--- src/rtl/gamma_pkg.sv ---
// Shared types and helpers for the gamma-window scheduler and its per-lane spike logic.
package gamma_pkg;

  typedef enum logic [1:0] {
    StIdle,
    StClear,
    StEval,
    StDone
  } state_e;

  // All-ones spike time encodes "no spike".
  function automatic int unsigned inf_time(input int unsigned tw);
    return (32'd1 << tw) - 32'd1;
  endfunction

  // Evaluated at 32 bits so start + width cannot wrap past the window.
  function automatic logic in_pulse(input int unsigned t, input int unsigned start,
                                    input int unsigned width, input int unsigned inf);
    return (start != inf) && (t >= start) && (t < start + width);
  endfunction

endpackage

--- src/rtl/spike_lane.sv ---
// One scheduler lane: latched operand times, two registered pulse generators and the
// first-high capture of the datapath output.
module spike_lane
  import gamma_pkg::*;
#(
  parameter int unsigned TW         = 5,
  parameter int unsigned PulseWidth = 8
) (
  input  logic          clk_i,
  input  logic          rst_i,
  input  logic          load_i,
  input  logic [TW-1:0] a_time_i,
  input  logic [TW-1:0] b_time_i,
  input  logic          eval_next_i,
  input  logic [TW-1:0] t_next_i,
  input  logic          eval_i,
  input  logic [TW-1:0] t_i,
  input  logic          res_i,
  output logic          spike_a_o,
  output logic          spike_b_o,
  output logic [TW-1:0] res_time_o
);

  localparam logic [TW-1:0] Inf = TW'(inf_time(TW));

  logic [TW-1:0] a_q, a_d;
  logic [TW-1:0] b_q, b_d;
  logic [TW-1:0] res_q, res_d;
  logic          spike_a_q, spike_a_d;
  logic          spike_b_q, spike_b_d;

  always_comb begin
    a_d   = a_q;
    b_d   = b_q;
    res_d = res_q;
    if (load_i) begin
      a_d   = a_time_i;
      b_d   = b_time_i;
      res_d = Inf;
    end else if (eval_i && res_i && (res_q == Inf)) begin
      res_d = t_i;
    end
    // Pulses are registered, so they are computed from the tick of the coming cycle.
    spike_a_d = eval_next_i && in_pulse(32'(t_next_i), 32'(a_q), PulseWidth, 32'(Inf));
    spike_b_d = eval_next_i && in_pulse(32'(t_next_i), 32'(b_q), PulseWidth, 32'(Inf));
  end

  always_ff @(posedge clk_i) begin
    if (rst_i) begin
      a_q       <= Inf;
      b_q       <= Inf;
      res_q     <= '0;
      spike_a_q <= 1'b0;
      spike_b_q <= 1'b0;
    end else begin
      a_q       <= a_d;
      b_q       <= b_d;
      res_q     <= res_d;
      spike_a_q <= spike_a_d;
      spike_b_q <= spike_b_d;
    end
  end

  assign spike_a_o  = spike_a_q;
  assign spike_b_o  = spike_b_q;
  assign res_time_o = res_q;

endmodule

--- src/rtl/gamma_sched.sv ---
// Gamma-window scheduler: accepts a command, clears the lanes, replays the operand pulses
// for one window and returns the first-spike time of each lane.
module gamma_sched
  import gamma_pkg::*;
#(
  parameter int unsigned NUM_LANES         = 4,
  parameter int unsigned GAMMA_CYCLE_WIDTH = 16,
  parameter int unsigned PULSE_WIDTH       = 8,
  parameter int unsigned CLEAR_CYCLES      = 2,
  parameter int unsigned T_W               = 5
) (
  input  logic                     aclk,
  input  logic                     grst,
  input  logic                     cmd_valid,
  output logic                     cmd_ready,
  input  logic [NUM_LANES*T_W-1:0] cmd_a_time,
  input  logic [NUM_LANES*T_W-1:0] cmd_b_time,
  output logic [NUM_LANES-1:0]     spike_a,
  output logic [NUM_LANES-1:0]     spike_b,
  output logic                     gamma_clear,
  input  logic [NUM_LANES-1:0]     res_in,
  output logic                     res_valid,
  input  logic                     res_ready,
  output logic [NUM_LANES*T_W-1:0] res_time,
  output logic                     busy
);

  localparam int unsigned CW = $clog2(CLEAR_CYCLES + 1);
  localparam logic [CW-1:0]  ClrLast = CW'(CLEAR_CYCLES - 1);
  localparam logic [T_W-1:0] TLast   = T_W'(GAMMA_CYCLE_WIDTH - 1);

  state_e         state_q, state_d;
  logic [CW-1:0]  clr_cnt_q, clr_cnt_d;
  logic [T_W-1:0] t_q, t_d;
  logic           cmd_ready_q, cmd_ready_d;
  logic           gamma_clear_q, gamma_clear_d;
  logic           res_valid_q, res_valid_d;
  logic           busy_q, busy_d;
  logic           cmd_fire;

  always_comb begin
    state_d   = state_q;
    clr_cnt_d = clr_cnt_q;
    t_d       = t_q;
    cmd_fire  = 1'b0;
    unique case (state_q)
      StIdle: begin
        if (cmd_valid && cmd_ready_q) begin
          state_d   = StClear;
          clr_cnt_d = '0;
          t_d       = '0;
          cmd_fire  = 1'b1;
        end
      end
      StClear: begin
        if (clr_cnt_q == ClrLast) begin
          state_d = StEval;
          t_d     = '0;
        end else begin
          clr_cnt_d = clr_cnt_q + CW'(1);
        end
      end
      StEval: begin
        if (t_q == TLast) begin
          state_d = StDone;
        end else begin
          t_d = t_q + T_W'(1);
        end
      end
      StDone: begin
        if (res_ready) begin
          state_d = StIdle;
        end
      end
      default: state_d = StIdle;
    endcase

    // Handshake/status outputs are registered from the next state.
    cmd_ready_d   = (state_d == StIdle);
    gamma_clear_d = (state_d == StClear);
    res_valid_d   = (state_d == StDone);
    busy_d        = (state_d != StIdle);
  end

  always_ff @(posedge aclk) begin
    if (grst) begin
      state_q       <= StIdle;
      clr_cnt_q     <= '0;
      t_q           <= '0;
      cmd_ready_q   <= 1'b0;
      gamma_clear_q <= 1'b1;
      res_valid_q   <= 1'b0;
      busy_q        <= 1'b0;
    end else begin
      state_q       <= state_d;
      clr_cnt_q     <= clr_cnt_d;
      t_q           <= t_d;
      cmd_ready_q   <= cmd_ready_d;
      gamma_clear_q <= gamma_clear_d;
      res_valid_q   <= res_valid_d;
      busy_q        <= busy_d;
    end
  end

  assign cmd_ready   = cmd_ready_q;
  assign gamma_clear = gamma_clear_q;
  assign res_valid   = res_valid_q;
  assign busy        = busy_q;

  for (genvar i = 0; i < NUM_LANES; i++) begin : g_lane
    spike_lane #(
      .TW        (T_W),
      .PulseWidth(PULSE_WIDTH)
    ) u_lane (
      .clk_i      (aclk),
      .rst_i      (grst),
      .load_i     (cmd_fire),
      .a_time_i   (cmd_a_time[i*T_W +: T_W]),
      .b_time_i   (cmd_b_time[i*T_W +: T_W]),
      .eval_next_i(state_d == StEval),
      .t_next_i   (t_d),
      .eval_i     (state_q == StEval),
      .t_i        (t_q),
      .res_i      (res_in[i]),
      .spike_a_o  (spike_a[i]),
      .spike_b_o  (spike_b[i]),
      .res_time_o (res_time[i*T_W +: T_W])
    );
  end

endmodule

--- config.mk ---
export PLATFORM = sky130hd
export DESIGN_NAME = gamma_sched
export DESIGN_NICKNAME = d
export VERILOG_FILES = /design/src/rtl/gamma_pkg.sv /design/src/rtl/spike_lane.sv /design/src/rtl/gamma_sched.sv
export SDC_FILE = /design/constraint.sdc
export NUM_CORES = 1
export LEC_CHECK = 0
export CORE_UTILIZATION = 30
export DETAILED_ROUTE_END_ITERATION = 8
export PLACE_DENSITY = 0.61
export SYNTH_ARGS = -nofsm -noshare
export SYNTH_HDL_FRONTEND = slang
export SYNTH_SLANG_ARGS = --single-unit
export TNS_END_PERCENT = 5
--- constraint.sdc ---
create_clock -name aclk -period 2.45 [get_ports aclk]
set_input_delay 0.6125 -clock aclk [delete_from_list [all_inputs] [get_ports aclk]]
set_output_delay 0.6125 -clock aclk [all_outputs]
set_load 0.1 [all_outputs]
; ---- Word level (Yosys, flattened, before mapping)
; Index checks and enable logic that the tools add are counted.
[op_classes]
n_reduce_logical = 42
addsub = 10
n_lt_le_gt_ge = 16
mux = 22
n_eq_ne = 22
[ops]
columns = operator, count
row1 = $lt 5x32->1, 8
row2 = $mux 5, 11
row3 = $add 5x4->6 const B, 8
row4 = $ge 5x5->1, 8
row5 = $ne 5x5->1 const B, 8
row6 = $logic_and 1x1->1, 33
row7 = $eq 5x5->1 const B, 4
row8 = $pmux 5 s3, 1
row9 = $mux 2, 6
row10 = $reduce_bool 2->1, 6
row11 = $eq 2x2->1 const B, 4
row12 = $pmux 2 s4, 1
row13 = $eq 2x1->1 const B, 3
row14 = $add 5x1->5 const B, 1
row15 = $eq 5x4->1 const B, 1
row16 = $logic_not 2->1, 2
row17 = $ne 2x2->1 const B, 2
row18 = $pmux 2 s2, 1
row19 = $reduce_and 3->1, 1
row20 = $add 2x1->2 const B, 1
row21 = $mux 1, 2
[word_totals]
inputBits = 48
word_cells = 139
register_bits = 81

; ---- Depth between registers and ports, before layout
; Gate-level depths: netlist of run 1.
[depth]
ltp_word = 7
mapped_depth = 11
mapped_depth_nobuf = 11

; ---- Cells and area by module
; From an unflattened synthesis of run 1, not the netlist that was laid out.
[hier_totals]
cells_unflattened = 541
area_unflattened_um2 = 4703.3
[by_module_without_submodules]
columns = module, area_each_um2, instances, seq_area_each_um2, cells_each
row1 = spike_lane, 997.2, 4, 340.3, 115
row2 = gamma_sched, 714.4, 1, 260.2, 81

; ---- Worst setup path after synthesis of run 1
; No wires, ideal clock.
[synth_path]
kind = reg-to-reg
start = reg cmd_ready_q, in the netlist cmd_ready
end = reg g_lane[2].u_lane.spike_a_q
path_buffers = 0
arrival_time_ns = 2.698
path_slack_ns = -0.383
setup_time_ns = 0.135
path_stages_with_launch = 10
synth_period_minus_slack_ns = 2.833
path_cell_list = dfxtp_1 -> a21oi_1 -> o21a_1 -> o21ai_0 -> nand2_1 -> ha_1 -> nand2b_1 -> a211o_1 -> a211oi_1 -> a2111oi_2
[synth_via]
elab_chain_len = 7
word_cells_on_any_way = 11
classes_between = order compare (2) / eq/ne (1) / mux (4) / reduce/logical (4)
[synth_lines]
columns = item, line_no
row1 = from (decl), gamma_sched.sv:35  ; logic cmd_ready_q, cmd_ready_d;
row2 = from (signal assigned), gamma_sched.sv:98  ; cmd_ready_q <= cmd_ready_d;
row3 = $logic_and 1x1->1 (*), gamma_sched.sv:48  ; if (cmd_valid && cmd_ready_q) begin
row4 = $mux 5 (*), gamma_sched.sv:48
row5 = $pmux 5 s3 (*), gamma_sched.sv:46  ; unique case (state_q)
row6 = net g_lane[0].u_lane.t_next_i[1], spike_lane.sv:15  ; input logic [TW-1:0] t_next_i,
row7 = branches (longest 2 deep; another with $lt 5x32->1), n/a
row8 = $logic_and 1x1->1 (*), gamma_pkg.sv:19  ; return (start != inf) && (t >= start) && (t < start + width);
row9 = $logic_and 1x1->1 (*), spike_lane.sv:44  ; spike_a_d = eval_next_i && in_pulse(32'(t_next_i), 32'(a_q), PulseWidth, 32'(Inf));
row10 = to (signal assigned), spike_lane.sv:59  ; spike_a_q <= spike_a_d;
row11 = to (decl), spike_lane.sv:29  ; logic spike_a_q, spike_a_d;
; Mark *: on every way through the listed nets, which the timed path passes.
; A chain may end at the register's enable or synchronous reset.

; ---- Worst setup path in the final report of run 1
[layout_path]
start = in cmd_valid
end = reg g_lane[0].u_lane.spike_b_q
[layout_via]
elab_chain_len = 7
word_cells_on_any_way = 11
classes_between = order compare (2) / eq/ne (1) / mux (4) / reduce/logical (4)
[layout_lines]
columns = item, line_no
row1 = from (decl), gamma_sched.sv:14  ; input logic cmd_valid,
row2 = $logic_and 1x1->1 (*), gamma_sched.sv:48
row3 = branches (longest 5 deep; another with $lt 5x32->1), n/a
row4 = $logic_and 1x1->1 (*), spike_lane.sv:45  ; spike_b_d = eval_next_i && in_pulse(32'(t_next_i), 32'(b_q), PulseWidth, 32'(Inf));
row5 = to (signal assigned), spike_lane.sv:60  ; spike_b_q <= spike_b_d;
row6 = to (decl), spike_lane.sv:30  ; logic spike_b_q, spike_b_d;
; Every way passes the cells marked *.

==> results by group, run 1 <==
Floorplanning
  • Ports: 80
  • Initial Utilization: 30.61%
  • Core area: between 15,000 and 20,000 um2
  • Row count: 45
  • Die width: 126.3 um
  • Die area: between 15,000 and 20,000 um2
  • Vert. Die Dim: ~130 um

Critical path
  • Slowest stage delay, CP: ~0.30 ns
  • CP Cell Sequence: dlygate4sd2_1, a21oi_2, o21a_1, buf_6, o21ai_2, and2_4, buf_12, ha_2, nand2b_4, a211o_1, a211oi_2, nor4_1
  • Worst EP arrival: roughly 2.7 ns
  • CP Capture Type: flop
  • Kind of critical path: primary input to flop
  • CP max FO: 6
  • Critical Path RT: 2.67 ns
  • Startpoint Class: primary input
  • Critical path's slowest cell: a211o_1

Power
  • Switching Fraction: roughly a third
  • Static leakage: approximately 2.8 nW
  • P_sw: ~1.2 mW
  • Flop pwr share: 40.3%
  • Internal: 2.465 mW
  • Worst vdd ir: approximately 0.38 mV
  • Power Dens Cells: 588.0 nW/um2
  • Combinational share of power: approximately a quarter
  • Clock Power Share: a little over a third

Clock tree
  • CTS tree: done
  • Clk buf depth: 2
  • Root buffer cell: clkbuf_16
  • Cts hold-fix bufs: 0
  • Total CTS buffers: 9
  • Clk slew on worst S/H paths: 0.06 ns
  • Clk_lat worst skew: ~0.34 ns
  • H-tree levels: 3
  • CTS Sinks: 81

Detailed routing
  • DRC: 0
  • Wirelength, routed: 12.12 mm
  • Antenna viol nets, final: 0
  • Drt wl/cell: ~15 um
  • Drt first pass iters: 4
  • Initial drt markers: 209
  • Vias: 4,112
  • Vias per cell: roughly 5.0

Global routing
  • First-pass GRT wire length: approximately 20 mm
  • Vias in the first global route: about 4,200
  • Initial antenna violation count: 0
  • Total track usage: around 16%
  • GRT overflow: 0
  • Largest net degree at the start of global routing: 75

Logic synthesis
  • Register area share after synthesis: a little over a third
  • Most frequent cell after synthesis: dfxtp_1
  • Post-synthesis xor/xnor area fraction: 0%
  • Area fraction of the dominant cell type after synthesis: between 30% and 40%
  • Combinational family with the most area after synthesis: compound AO/OA/AOI/OAI gates
  • Top cells by area, synth: dfxtp_1 35%, ha_1 18%, a211o_1 7.6%, nor2_1 5.8%, a21oi_1 3.7%
  • Post-synth top cells: 81 x dfxtp_1, 72 x nor2_1, 66 x ha_1
  • Post-synth top flop: dfxtp_1
  • Post-synthesis simple-gate area fraction: roughly a fifth
  • Post-synthesis compound-gate area fraction: 19.76%
  • Mux share of post-synthesis cell area: less than 1%
  • Mean Syn Cell Area: a little under 9 um2
  • Cell taking the most area after synthesis: dfxtp_1
  • Share of async-settable or async-resettable flops after synthesis: 0%
  • Syn Inst Count: between 500 and 600
  • Syn Nets: 647
  • Yosys cell types: 40
  • Synthesized flop and latch total: roughly 80
  • Synth warn: 0
  • Synth Area in Adders: between 10% and 20%
  • Number of enable flip-flop cells after synthesis: 0
  • Syn Std Cell Area: between 4000 and 5000 um2

Layout
  • Final cell count without fillers: approximately 800
  • Antenna diodes: 0
  • Area Overhead vs Synth: 34.30%
  • Layout cells sized above 1: between 20% and 30%
  • Filler cells: between 1,000 and 1,500
  • Final nets: 745
  • Finished layout cell area: 6226 um2
  • Layout Utilization: slightly above 40%

Placement
  • Final GP Congestion: ~0.83
  • Hpwl dp: roughly 8.6 mm
  • Post-DP Area: about 5700 um2
  • Port bufs: 79
  • Placed cells: ~800

STA
  • Minimum clock period: ~2.4 ns
  • Tightest Pin Transition: 0.4377 ns
  • Final TNS setup: 0 ns
  • Endpoints failing setup: 0
  • Relative slew slack: between 70% and 80%
  • F_max: slightly above 0.4 GHz
  • Skew final: approximately 0.0064 ns
  • Pins Over Slew Limit: 0
  • Tcrit/Tclk final: just under 100%
  • Endpoints failing hold: 0

Outcome
  • Run status: finished clean

Hold path
  • Worst hold-check path type: flop to flop

Flow run
  • MaxCap Viol Count: 0
power by group through the flow:
stage	sequential, mW	combinational, mW	clock (mW)
final	1.48	0.892	1.29
after global routing	1.49	0.979	1.39
after CTS	1.48	0.875	1.34
after detailed placement	1.50	0.860	0
after global placement	1.50	0.837	0
after floorplan	1.73	0.377	0
critical path: cells and delay by family:
kind	cells	cell delay, ns
adder cells (fa/ha/maj)	1	0.17
buffers and inverters	3	0.54
AND/OR/NAND/NOR	3	0.38
AO/OA/AOI/OAI	5	0.96
sequential cells by signal (all words and copies together), names as in the netlist:
register / count
g_lane.u_lane.a_q: 20
g_lane.u_lane.b_q: 20
g_lane.u_lane.res_time_o: 20
t_q: 5
g_lane.u_lane.spike_a_o: 4
g_lane.u_lane.spike_b_o: 4
clr_cnt_q: 2
state_q: 2
busy: 1
cmd_ready: 1
gamma_clear: 1
res_valid: 1
worst paths after layout:
check | start | endpoint | cells past startpoint | slack [ns]
worst min-delay path | g_lane[0].u_lane.res_time_o[1] | g_lane[0].u_lane.res_time_o[1] | 2 | 0.49
worst min register to register | g_lane[0].u_lane.res_time_o[1] | g_lane[0].u_lane.res_time_o[1] | 2 | 0.49
worst max register to register | t_q[1] | g_lane[0].u_lane.spike_b_o | 10 | 0.05
worst max-delay path | cmd_valid | g_lane[0].u_lane.spike_b_o | 12 | 0.02
final cells by class:
cell class | count | area (um2) | share of cell area (%)
clock buffers | 10 | 239.0 | 3.838
clock inverters | 6 | 50.05 | 0.8039
inverters | 42 | 157.7 | 2.532
multi-input cells | 379 | 2839 | 45.60
flip-flops and latches | 81 | 1634 | 26.25
well taps | 188 | 235.2 | 3.778
repair buffers | 118 | 1071 | 17.20
repair_timing:
action,in CTS,in global routing
pin swaps,8,11
endpoints found under the setup margin,8,8
cloned,0,0
gates resized for setup,18,27
buffers inserted,0,6
cell usage in the layout, fill, tap and decap left out, drive strengths merged, types with 2 or more instances in the layout:
master / netlist / routed
a2111oi: 2 / 2
a211o: 40 / 40
a211oi: 8 / 8
a21oi: 34 / 34
a221oi: 9 / 9
a31oi: 3 / 3
and4: 4 / 4
buf: 20 / 72
clkbuf: 11 / 10
clkdlybuf4s50: 0 / 45
clkinv: 0 / 2
clkinvlp: 0 / 2
dfxtp: 81 / 81
ha: 66 / 66
inv: 42 / 44
mux2i: 2 / 2
nand2: 26 / 26
nand2b: 10 / 10
nand3: 9 / 9
nand3b: 9 / 9
nand4: 4 / 4
nor2: 72 / 72
nor2b: 21 / 21
nor3: 7 / 7
nor4: 8 / 8
o21a: 2 / 2
o21ai: 30 / 30
or3: 2 / 2
stage by stage:
step | setup slack, ns | hold slack (ns) | power, mW
floorplan | 0.03072 | 0.4624 | 2.109
global placement | -0.7513 | 0.4727 | 2.338
detailed placement | -0.8389 | 0.4850 | 2.364
CTS | 0.04708 | 0.4953 | 3.688
global route | -0.05629 | 0.5179 | 3.862
finish | 0.02227 | 0.4936 | 3.661
routing by layer:
layer | up-vias | share of wire [%] | global-route usage (%)
met3 | 19 | 4.6 | 3.627
met1 | 1895 | 45 | 18.84
li1 | 2087 | - | -
met4 | 0 | 2.2 | 5.953
met5 | - | 0 | 0
met2 | 111 | 48 | 27.40
cell families after synthesis:
family,after synthesis
AOI/OAI and AO/OA,131
adders and majority gates,66
buffers and inverters,73
DFF,81
muxes,2
and+or+nand+nor,180
(Power assumes the default switching activity.)
==> run 2: changes to the inputs <==
CORE_UTILIZATION = 48   (was 30)
CTS_CLUSTER_SIZE = 14   (was unset)
PLACE_DENSITY = 0.85   (was 0.61)
==> results by group, run 2 (synthesis results as in run 1) <==
Hold path
  • Worst hold-check path type: flop to flop
  • HP Start: g_lane[2].u_lane.res_time_o[1]
  • Worst Hold End: g_lane[2].u_lane.res_time_o[1]
  • Hold Path Depth: 2

STA
  • F_max: just over 0.4 GHz
  • Hold_ws: 0.4994 ns
  • Tightest Pin Transition: approximately 0.4 ns
  • Minimum clock period: roughly 2.4 ns
  • Skew final: around 0.011 ns
  • Tcrit/Tclk final: ~100%
  • Endpoints failing setup: 0
  • Pins Over Slew Limit: 0
  • Final TNS setup: 0 ns
  • Relative slew slack: a little over 70%
  • Endpoints failing hold: 0

Layout
  • Area of the multi-input gates: approximately 2900 um2
  • Antenna diodes: 0
  • Final nets: between 700 and 800
  • Filler cells: 736
  • Commonest non-fill, non-tap cells in the layout: 76 x dfxtp_1, 69 x nor2_1, 59 x ha_1, 59 x buf_4, 45 x clkdlybuf4s50_1
  • Layout cells sized above 1: 20.44%
  • Commonest non-fill, non-tap cell in the layout: dfxtp_1
  • Layout Utilization: around 65%
  • Final cell count without fillers: 760
  • Sequential Area: 1633 um2
  • Area Overhead vs Synth: 30.34%

Floorplanning
  • Ports: 80
  • Core area: about 9300 um2
  • Die area: approximately 10,000 um2
  • Vert. Die Dim: between 100 and 150 um
  • Row count: 35
  • Initial Utilization: between 40% and 50%
  • Die width: around 100 um

Detailed routing
  • Drt wl/cell: 15.40 um
  • Drt first pass iters: 4
  • Wirelength, routed: about 12 mm
  • Vias: ~4,200
  • Antenna viol nets, final: 0
  • Vias per cell: between 5 and 6
  • Initial drt markers: around 250
  • DRC: 0

Global routing
  • GRT overflow: 0
  • Largest net degree at the start of global routing: 75
  • Total track usage: 23.24%
  • First-pass GRT wire length: ~18 mm
  • Initial antenna violation count: 0
  • Vias in the first global route: 4,075

Placement
  • Placed cells: ~740
  • Hpwl dp: 7.984 mm
  • Port bufs: 79
  • Final GP Congestion: 0.8587

Critical path
  • CP bufs+invs: 3
  • Reg2reg end: g_lane[2].u_lane.spike_b_o
  • R2r startpoint: clr_cnt_q[1]
  • Startpoint Class: flop
  • Critical Path RT: around 2.7 ns
  • CP max FO: 4
  • Crit path max-delay family: compound AO/OA/AOI/OAI gates
  • Slowest stage delay, CP: 0.35 ns
  • Worst EP arrival: 2.68 ns
  • CP Cell Sequence: inv_2, ha_4, nand3b_1, o21a_1, buf_6, o21ai_2, and2_4, buf_4, ha_2, nor2b_1, o21ai_1, a221oi_2, a2111oi_2
  • Kind of critical path: flop to flop
  • Cell count of the worst reg-to-reg path: 13
  • Critical path's slowest cell: dfxtp_2
  • CP Capture Type: flop
  • Reg2Reg Setup Slack: between 0.03 and 0.04 ns

Clock tree
  • H-tree levels: 3
  • Clk_lat worst skew: roughly 0.37 ns
  • Clk buf depth: 2
  • Total CTS buffers: 9
  • CTS Sinks: 81
  • Cts hold-fix bufs: 0
  • Root buffer cell: clkbuf_8
  • Clk slew on worst S/H paths: about 0.090 ns
  • CTS tree: done

Power
  • Static leakage: around 2.8 nW
  • Power Total: approximately 3.4 mW
  • Power Dens Cells: roughly 570 nW/um2
  • Worst vdd ir: roughly 0.26 mV

Outcome
  • Run status: finished clean

Flow run
  • MaxCap Viol Count: 0
[run 2: cell count changes in the layout (fill, tap and decap cells not counted), sizes merged]
cell	previous run	this run
buf	72	67
clkinv	2	1
bufinv	0	1
dlygate4sd2	1	0
clkinvlp	2	0
clkbuf	10	9
clkdlybuf4s15	0	1
inv	44	47
[run 2: how the worst max path moves through the flow]
| stage | endpoint | cells past startpoint | startpoint |
|---|---|---|---|
| 2_1_floorplan | g_lane[2].u_lane.spike_a_o | 8 | cmd_valid |
| 3_3_place_gp | g_lane[2].u_lane.spike_b_o | 9 | cmd_valid |
| 3_5_place_dp | g_lane[0].u_lane.spike_a_o | 10 | cmd_valid |
| 4_1_cts | g_lane[2].u_lane.spike_a_o | 12 | t_q[0] |
| 5_1_grt | g_lane[2].u_lane.spike_b_o | 12 | t_q[0] |
| 6_report | g_lane[2].u_lane.spike_b_o | 13 | clr_cnt_q[1] |
[run 2: worst register-to-register path, stage by stage, from the launching register on]
cell and delay [ns]:
dfxtp_2 0.35, inv_2 0.05, ha_4 0.16, nand3b_1 0.10
o21a_1 0.20, buf_6 0.15, o21ai_2 0.07, and2_4 0.16
buf_4 0.13, ha_2 0.30, nor2b_1 0.05, o21ai_1 0.20
a221oi_2 0.09, a2111oi_2 0.32
[run 2: what timing repair did]
action / in CTS / in global routing
resized for setup: 16 / 40
setup endpoints to repair: 8 / 8
endpoints found under the hold margin: 0 / 0
cloned: 0 / 0
buffers inserted: 0 / 6
pin swaps: 5 / 15
[run 2: area by class of cell]
| cell class | count | area share [%] |
|---|---|---|
| inverters | 42 | 2.609 |
| clock inverters | 7 | 1.408 |
| clock buffers | 9 | 2.050 |
| well taps | 129 | 2.671 |
| repair buffers | 113 | 16.63 |
| multi-input cells | 379 | 47.61 |
| flip-flops and latches | 81 | 27.02 |
[run 2: report_power, final]
| part | total, mW | switching, mW | internal (mW) |
|---|---|---|---|
| sequential | 1.48 | 0.0656 | 1.41 |
| combinational | 0.893 | 0.564 | 0.329 |
| clock | 1.06 | 0.564 | 0.494 |
[run 2: stage by stage]
step,setup slack [ns],cell area [um2]
CTS,0.008320,5826
global route,-0.07921,6042
finish,0.03785,6042
floorplan,0.03072,4642
global placement,-0.7301,5560
detailed placement,-0.8523,5560
[run 2: layer usage]
layer,global-route usage [%],vias to the layer above,part of all wire (%)
met3,5.223,33,5.4
met4,8.919,0,2.8
li1,-,2078,-
met1,27.64,1940,43
met2,40.67,135,49
met5,0,-,0
